**config.mk**
```make
export PLATFORM = sky130hd
export DESIGN_NAME = key_switch_conditioner_flat
export DESIGN_NICKNAME = d
export VERILOG_FILES = /design/src/rtl/key_switch_conditioner_if.sv /design/src/rtl/key_switch_conditioner.sv /design/src/flat_wrapper.sv
export SDC_FILE = /design/constraint.sdc
export NUM_CORES = 1
export LEC_CHECK = 0
export ABC_AREA = 1
export BUFFER_PORTS_ARGS = -buffer_cell sky130_fd_sc_hd__buf_4
export CAP_MARGIN = 20
export CORE_ASPECT_RATIO = 1.5
export CORE_MARGIN = 2
export CORE_UTILIZATION = 53
export DETAILED_ROUTE_END_ITERATION = 10
export PLACE_DENSITY = 0.81
export RECOVER_POWER = 50
export SLEW_MARGIN = 30
export SYNTH_ARGS = -nofsm -noshare
export SYNTH_HDL_FRONTEND = slang
export SYNTH_SLANG_ARGS = --single-unit
export TNS_END_PERCENT = 10
```
**constraint.sdc**
```tcl
create_clock -name CLOCK_50 -period 3.67 [get_ports CLOCK_50]
set_input_delay 0.9175 -clock CLOCK_50 [delete_from_list [all_inputs] [get_ports CLOCK_50]]
set_output_delay 0.9175 -clock CLOCK_50 [all_outputs]
set_load 0.1 [all_outputs]
```
**src/rtl/key_switch_conditioner_if.sv**
```systemverilog
// Pushbutton/switch conditioning bus: the raw board inputs going in and the
// clean, clock-synchronous outputs that the game controller consumes.
interface key_switch_conditioner_if #(
    parameter int NUM_KEYS = 3,
    parameter int SW_WIDTH = 18
);
    logic [NUM_KEYS-1:0] key_n;
    logic [SW_WIDTH-1:0] sw_raw;
    logic [NUM_KEYS-1:0] key_pulse;
    logic [NUM_KEYS-1:0] key_level;
    logic [SW_WIDTH-1:0] sw_sync;

    modport master (
        output key_n,
        output sw_raw,
        input  key_pulse,
        input  key_level,
        input  sw_sync
    );

    modport slave (
        input  key_n,
        input  sw_raw,
        output key_pulse,
        output key_level,
        output sw_sync
    );
endinterface

```
**src/rtl/key_switch_conditioner.sv**
```systemverilog
// Synchronizes, debounces and edge-detects active-low pushbuttons; slide switches
// get a plain two-flop synchronizer.
//
// state         | meaning
// --------------+-----------------------------------------------------------
// IDLE          | key released and stable
// PRESS_WAIT    | key seen pressed, counting stable pressed samples
// PRESSED       | debounced press; key_level high, pulse already issued
// RELEASE_WAIT  | key seen released, counting stable released samples
module key_switch_conditioner #(
    parameter int NUM_KEYS        = 3,
    parameter int SW_WIDTH        = 18,
    parameter int DEBOUNCE_CYCLES = 500000
) (
    input  logic                     CLOCK_50,
    input  logic                     reset,
    key_switch_conditioner_if.slave  bus
);

    localparam int CW = $clog2(DEBOUNCE_CYCLES);
    localparam logic [CW-1:0] CNT_LAST = CW'(DEBOUNCE_CYCLES - 1);

    typedef enum logic [1:0] {
        ST_IDLE,
        ST_PRESS_WAIT,
        ST_PRESSED,
        ST_RELEASE_WAIT
    } state_t;

    logic [NUM_KEYS-1:0] key_meta_q;
    logic [NUM_KEYS-1:0] key_sync_q;
    logic [SW_WIDTH-1:0] sw_meta_q;
    logic [SW_WIDTH-1:0] sw_sync_q;

    // Inversion happens before the first flop so the internal sense is 1 = pressed.
    always_ff @(posedge CLOCK_50 or posedge reset) begin
        if (reset) begin
            key_meta_q <= '0;
            key_sync_q <= '0;
            sw_meta_q  <= '0;
            sw_sync_q  <= '0;
        end else begin
            key_meta_q <= ~bus.key_n;
            key_sync_q <= key_meta_q;
            sw_meta_q  <= bus.sw_raw;
            sw_sync_q  <= sw_meta_q;
        end
    end

    assign bus.sw_sync = sw_sync_q;

    for (genvar g = 0; g < NUM_KEYS; g++) begin : g_key
        state_t        state_q;
        logic [CW-1:0] cnt_q;
        logic          pulse_q;
        logic          level_q;
        logic          sp;

        assign sp = key_sync_q[g];

        always_ff @(posedge CLOCK_50 or posedge reset) begin
            if (reset) begin
                state_q <= ST_IDLE;
                cnt_q   <= '0;
                pulse_q <= 1'b0;
                level_q <= 1'b0;
            end else begin
                pulse_q <= 1'b0;
                unique case (state_q)
                    ST_IDLE: begin
                        if (sp) begin
                            state_q <= ST_PRESS_WAIT;
                            cnt_q   <= '0;
                        end
                    end
                    ST_PRESS_WAIT: begin
                        if (!sp) begin
                            state_q <= ST_IDLE;
                            cnt_q   <= '0;
                        end else if (cnt_q == CNT_LAST) begin
                            state_q <= ST_PRESSED;
                            cnt_q   <= '0;
                            pulse_q <= 1'b1;
                            level_q <= 1'b1;
                        end else begin
                            cnt_q <= cnt_q + 1'b1;
                        end
                    end
                    ST_PRESSED: begin
                        if (!sp) begin
                            state_q <= ST_RELEASE_WAIT;
                            cnt_q   <= '0;
                        end
                    end
                    ST_RELEASE_WAIT: begin
                        // A bounce back to pressed resumes PRESSED without a fresh pulse.
                        if (sp) begin
                            state_q <= ST_PRESSED;
                            cnt_q   <= '0;
                        end else if (cnt_q == CNT_LAST) begin
                            state_q <= ST_IDLE;
                            cnt_q   <= '0;
                            level_q <= 1'b0;
                        end else begin
                            cnt_q <= cnt_q + 1'b1;
                        end
                    end
                    default: begin
                        state_q <= ST_IDLE;
                        cnt_q   <= '0;
                        level_q <= 1'b0;
                    end
                endcase
            end
        end

        assign bus.key_pulse[g] = pulse_q;
        assign bus.key_level[g] = level_q;
    end

endmodule

```
**src/flat_wrapper.sv**
```systemverilog
// flat-port wrapper written by rule: the top's interface ports become plain ports
module key_switch_conditioner_flat 
#(
    parameter int NUM_KEYS        = 3,
    parameter int SW_WIDTH        = 18,
    parameter int DEBOUNCE_CYCLES = 500000
)
  (CLOCK_50, reset, bus_key_n, bus_sw_raw, bus_key_pulse, bus_key_level, bus_sw_sync);
  key_switch_conditioner_if #(.NUM_KEYS(NUM_KEYS), .SW_WIDTH(SW_WIDTH)) bus_i ();
  input  logic CLOCK_50;
  input  logic reset;
  input wire logic [$bits(bus_i.key_n)-1:0] bus_key_n;
  input wire logic [$bits(bus_i.sw_raw)-1:0] bus_sw_raw;
  output wire logic [$bits(bus_i.key_pulse)-1:0] bus_key_pulse;
  output wire logic [$bits(bus_i.key_level)-1:0] bus_key_level;
  output wire logic [$bits(bus_i.sw_sync)-1:0] bus_sw_sync;
  assign bus_i.key_n = bus_key_n;
  assign bus_i.sw_raw = bus_sw_raw;
  assign bus_key_pulse = bus_i.key_pulse;
  assign bus_key_level = bus_i.key_level;
  assign bus_sw_sync = bus_i.sw_sync;
  key_switch_conditioner #(.NUM_KEYS(NUM_KEYS), .SW_WIDTH(SW_WIDTH), .DEBOUNCE_CYCLES(DEBOUNCE_CYCLES)) u_core (.CLOCK_50(CLOCK_50), .reset(reset), .bus(bus_i));
endmodule
```
; ---- Word level (Yosys, flattened, before mapping)
; Index checks and enable logic that the tools add are counted.
[totals]
latchBits = 0
mem_bits_ro = 0
input_bits = 23
output_inout_bits = 24
wordCells = 134
reg_bits = 111
ram_bits = 0
memories = 0
[op_classes]
muxes = 63
reduce_logical = 15
n_eq_ne = 36
n_bitwise = 1
n_lt_le_gt_ge = 0
div_mod_pow = 0
shifts = 0
multipliers = 0
addsub = 3
[op_table]
columns = operator, n
row1 = 2-to-1 mux 19 bit, 15
row2 = one-hot mux 19 bit (4 select lines), 3
row3 = adder 19 x 1 -> 19 bit (second input constant), 3
row4 = equality test 19 bit (second input constant), 3
row5 = 2-to-1 mux 2 bit, 18
row6 = != test 2 x 1 -> 1 bit (second input constant), 12
row7 = one-hot mux 2 bit (4 select lines), 3
row8 = 2-to-1 mux 1 bit, 21
row9 = AND reduction 5 bit, 3
row10 = equality test 2 bit (second input constant), 6
row11 = != test 2 bit (second input constant), 6
row12 = AND reduction 4 bit, 3
row13 = != test 3 x 1 -> 1 bit (second input constant), 3
row14 = != test 3 bit (second input constant), 3
row15 = equality test 2 x 1 -> 1 bit (second input constant), 3
row16 = logical NOT 2 bit, 3
row17 = one-hot mux 1 bit (2 select lines), 3
row18 = AND reduction 2 bit, 3
row19 = nonzero test 2 bit, 3
row20 = inverter 3 bit, 1

; ---- Logic depth before layout (Yosys ltp)
[depth]
depth_word = 4
mapped_depth = 10

; ---- Least setup slack after synthesis
; No wires, ideal clock.
[synth_path]
kind = reg-to-output
start = register u_core.sw_sync_q[0] (netlist: u_core.bus.sw_sync[0])
end = output bus_sw_sync[0]
setup_slack_ns = 1.869
t_arrival_ns = 0.883
path_stages_with_launch = 1
path_cell_list = dfrtp_1
[synth_rtl]
columns = item, line
row1 = "start, declared", key_switch_conditioner.sv:33  ; logic [SW_WIDTH-1:0] sw_sync_q;
row2 = "start signal, assigned", key_switch_conditioner.sv:46  ; sw_sync_q <= sw_meta_q;
row3 = "end, declared", flat_wrapper.sv:16  ; output wire logic [$bits(bus_i.sw_sync)-1:0] bus_sw_sync;
; No word-level cell between the ends.

; ---- Worst setup path in the final report
[layout_path]
start = register u_core.g_key[0].level_q
end = output bus_key_level[0]
[layout_rtl]
columns = item, line
row1 = "start, declared", key_switch_conditioner.sv:56  ; logic level_q;
row2 = "start signal, assigned", key_switch_conditioner.sv:66  ; level_q <= 1'b0;
row3 = "start signal, assigned", key_switch_conditioner.sv:84  ; level_q <= 1'b1;
row4 = "start signal, assigned", key_switch_conditioner.sv:103  ; level_q <= 1'b0;
row5 = "end, declared", flat_wrapper.sv:15  ; output wire logic [$bits(bus_i.key_level)-1:0] bus_key_level;
; No word-level cell between the ends.

==> flow_metrics.env <==
export IMPL_start_util_pct=54.2
export IMPL_p_switching_mw=0.918
export IMPL_setup_tns_ns=0
export IMPL_worstSetupPathType="register to output port"
export IMPL_synthFlopType="dfrtp_1"
export IMPL_finalHoldViolCount=0
export IMPL_pin_count=47
export IMPL_drv_slew=0
export IMPL_min_period_ns=1.93
export IMPL_drt_iter0_drc=332
export IMPL_worstPathCellList="buf_4"
export IMPL_worst_path_max_fanout=2
export IMPL_cts_sinks=111
export IMPL_pwr_share_clk_pct=35.4
export IMPL_routabilityCongestion=0.979
export IMPL_numCtsBuffers=9
export IMPL_yosysUniqueCellTypes=34
export IMPL_synth_nets=620
export IMPL_antenna_found_initial=0
export IMPL_synth_edf_count=0
export IMPL_syn_inst=594
export IMPL_wirelength_um=10900
export IMPL_seq_power_share_pct=48.3
export IMPL_status="finished clean"
export IMPL_route_detailed_drc=0
export IMPL_routedWlPerCell_um=14.3
export IMPL_hpwl_um=7580
export IMPL_post_cts_buffers=0
export IMPL_switching_share_pct=32.6
export IMPL_total_power_mw=2.82
export IMPL_fin_skew_ns=0.00768
export IMPL_async_flop_share_pct=100
export IMPL_grt_pass1_wl_um=18500
export IMPL_yosysSeqAreaShare_pct=53.5
export IMPL_ant_nets=0
export IMPL_die_x_um=84.8
export IMPL_p_leak_nw=2.65
export IMPL_rows=44
export IMPL_cp_required_ns=2.75
export IMPL_synth_most_common_cell="nand2_1"
export IMPL_critPathMaxStageDelay_ns=0.36
export IMPL_die_h_um=125
export IMPL_clkTransAtPathRegs_ns=0.08
export IMPL_fin_crit_sh_pct=52.7
export IMPL_synth_top_area_share_pct=53.5
export IMPL_fillCellCount=776
export IMPL_place_area_um2=5600
export IMPL_antenna_cells=0
export IMPL_via_count=4204
export IMPL_worstSetupEndpointType="output port"
export IMPL_vdd_drop_max_v=0.000373
export IMPL_worst_pin_slew_ns=0.584
export IMPL_internal_power_mw=1.90
export IMPL_synth_area_um2=5190
export IMPL_portBuffers=46
export IMPL_critPathLaunchType="register"
export IMPL_synthTopCellsByCount="nand2_1 (150), dfrtp_1 (111), inv_1 (65)"
export IMPL_synth_top_cell_by_area="dfrtp_1"
export IMPL_h_tree_depth=3
export IMPL_cts_buffer_depth=2
export IMPL_pwr_share_comb_pct=16.4
export IMPL_synth_avg_cell_area_um2=8.74
export IMPL_finalSetupViolCount=0
export IMPL_ys_ff_latch=111
export IMPL_slew_headroom_pct=61.1
export IMPL_power_density_nw_per_um2=478
export IMPL_path_buf_inv=1
export IMPL_grt_max_degree=112
export IMPL_syn_to_final_growth_pct=13.6
export IMPL_core_area_um2=9580
export IMPL_cts_hold_fix_buffers=0
export IMPL_root_buffer="clkbuf_16"
export IMPL_grt_ovfl_total=0
export IMPL_grt_pass1_vias=4121
export IMPL_cts_resized_gates=0
export IMPL_cp_arrival_ns=1.02
export IMPL_cts_tree="done"
export IMPL_dieArea_um2=10600
export IMPL_dr_pass1_iters=5
export IMPL_synthTopCellsByArea="dfrtp_1 (54%), nand2_1 (11%), inv_1 (4.7%), nand3_1 (3.9%), xor2_1 (3.7%)"
export IMPL_fmaxAchievable_mhz=517
export IMPL_gr_usage_all_layers_pct=21.6
export IMPL_layout_cell_area_non_filler_um2=5900
export IMPL_rsz0062_at_grt="false"
export IMPL_nNetsFinal=664
export IMPL_min_path_type="register to register"
export IMPL_hold_slack_ns=0.352
export IMPL_worst_path_max_delay_cell="dfrtp_1"
export IMPL_path_delay_family="flip-flops"
export IMPL_vias_per_cell=5.55
export IMPL_clock_latency_ns=0.36
export IMPL_max_cap_violations=0
export IMPL_yosysWarnings=0
export IMPL_layout_drive_gt1_share_pct=16.2
-- power by group through the flow --
stage,clock network (mW),logic (mW),registers (mW)
after floorplan,0,0.298,1.44
after global placement,0,0.452,1.38
after detailed placement,0,0.464,1.38
after CTS,1.02,0.466,1.36
after global routing,1.06,0.512,1.37
final,0.997,0.461,1.36
-- cells in the final DEF, fill, tap and decap left out, types with 10 or more instances in the layout --
cell type	synthesis	routed
nand2_1	150	150
o22ai_1	18	18
xor2_1	22	22
o21ai_0	33	33
nor3_1	10	10
nor2_1	43	43
dfrtp_1	111	111
nand4_1	20	20
buf_4	7	24
nand3_1	40	40
clkbuf_4	0	19
inv_1	65	64
nor2_2	16	16
-- metal layers --
metal | GRT usage [%] | routed length, um | vias up
met5 | 0 | 0 | -
met3 | 3.56 | 509 | 44
met2 | 36.6 | 5580 | 145
li1 | - | - | 2003
met1 | 26.0 | 4360 | 2012
met4 | 12.0 | 401 | 0
-- state kept, by name, indices dropped and copies added, names as in the netlist, named ones only --
signal,count
u_core.bus.sw_sync,18
u_core.g_key.level_q,3
u_core.key_meta_q,3
u_core.key_sync_q,3
u_core.g_key.pulse_q,3
u_core.g_key.cnt_q,57
u_core.sw_meta_q,18
u_core.g_key.state_q,3
-- kinds of logic after synthesis --
kind of cell / Yosys count / synth area share (%)
AOI/OAI and AO/OA: 69 / 7.67
and+or+nand+nor: 302 / 26.8
DFF: 111 / 53.5
buffers and inverters: 84 / 7.09
xor gates and xnor gates: 25 / 4.22
adders and majority gates: 3 / 0.723
-- final cells by class --
cell class	count	area (um2)	share of cell area (%)
clock buffers	9	225	3.82
clock inverters	7	88.8	1.51
repair buffers	47	354	6.00
inverters	70	264	4.48
multi-input cells	399	2040	34.7
flip-flops and latches	111	2780	47.1
well taps	115	144	2.44
-- metrics by stage --
step,utilization [%],instances,worst slack [ns]
2_1_floorplan,-,594,1.41
3_3_place_gp,58.4,742,2.03
3_5_place_dp,58.4,742,1.91
4_1_cts,61.7,758,1.72
5_1_grt,61.6,758,1.68
6_report,61.6,758,1.74
-- path summary, 6_finish.rpt --
path / start / end / slack (ns) / cells past startpoint
setup / recovery: u_core.g_key[0].level_q / bus_key_level[0] / 1.74 / 1
max in group asynchronous: reset / u_core.key_sync_q[0] / 2.49 / 3
hold / removal: u_core.sw_meta_q[11] / u_core.bus.sw_sync[11] / 0.35 / 0
min in group asynchronous: reset / u_core.g_key[1].cnt_q[16] / 0.71 / 3
setup reg to reg: register / u_core.g_key[0].cnt_q[2] / 1.85 / 5
hold reg to reg: u_core.sw_meta_q[11] / u_core.bus.sw_sync[11] / 0.35 / 0
-- worst reg2reg max path: stages, from the launching register on --
cell and delay (ns):
dfrtp_1 0.40, or2_1 0.28, nand3_1 0.36, clkinv_1 0.42
nand2_1 0.13, o21ai_0 0.10
Power figures use the tool's default switching activity.
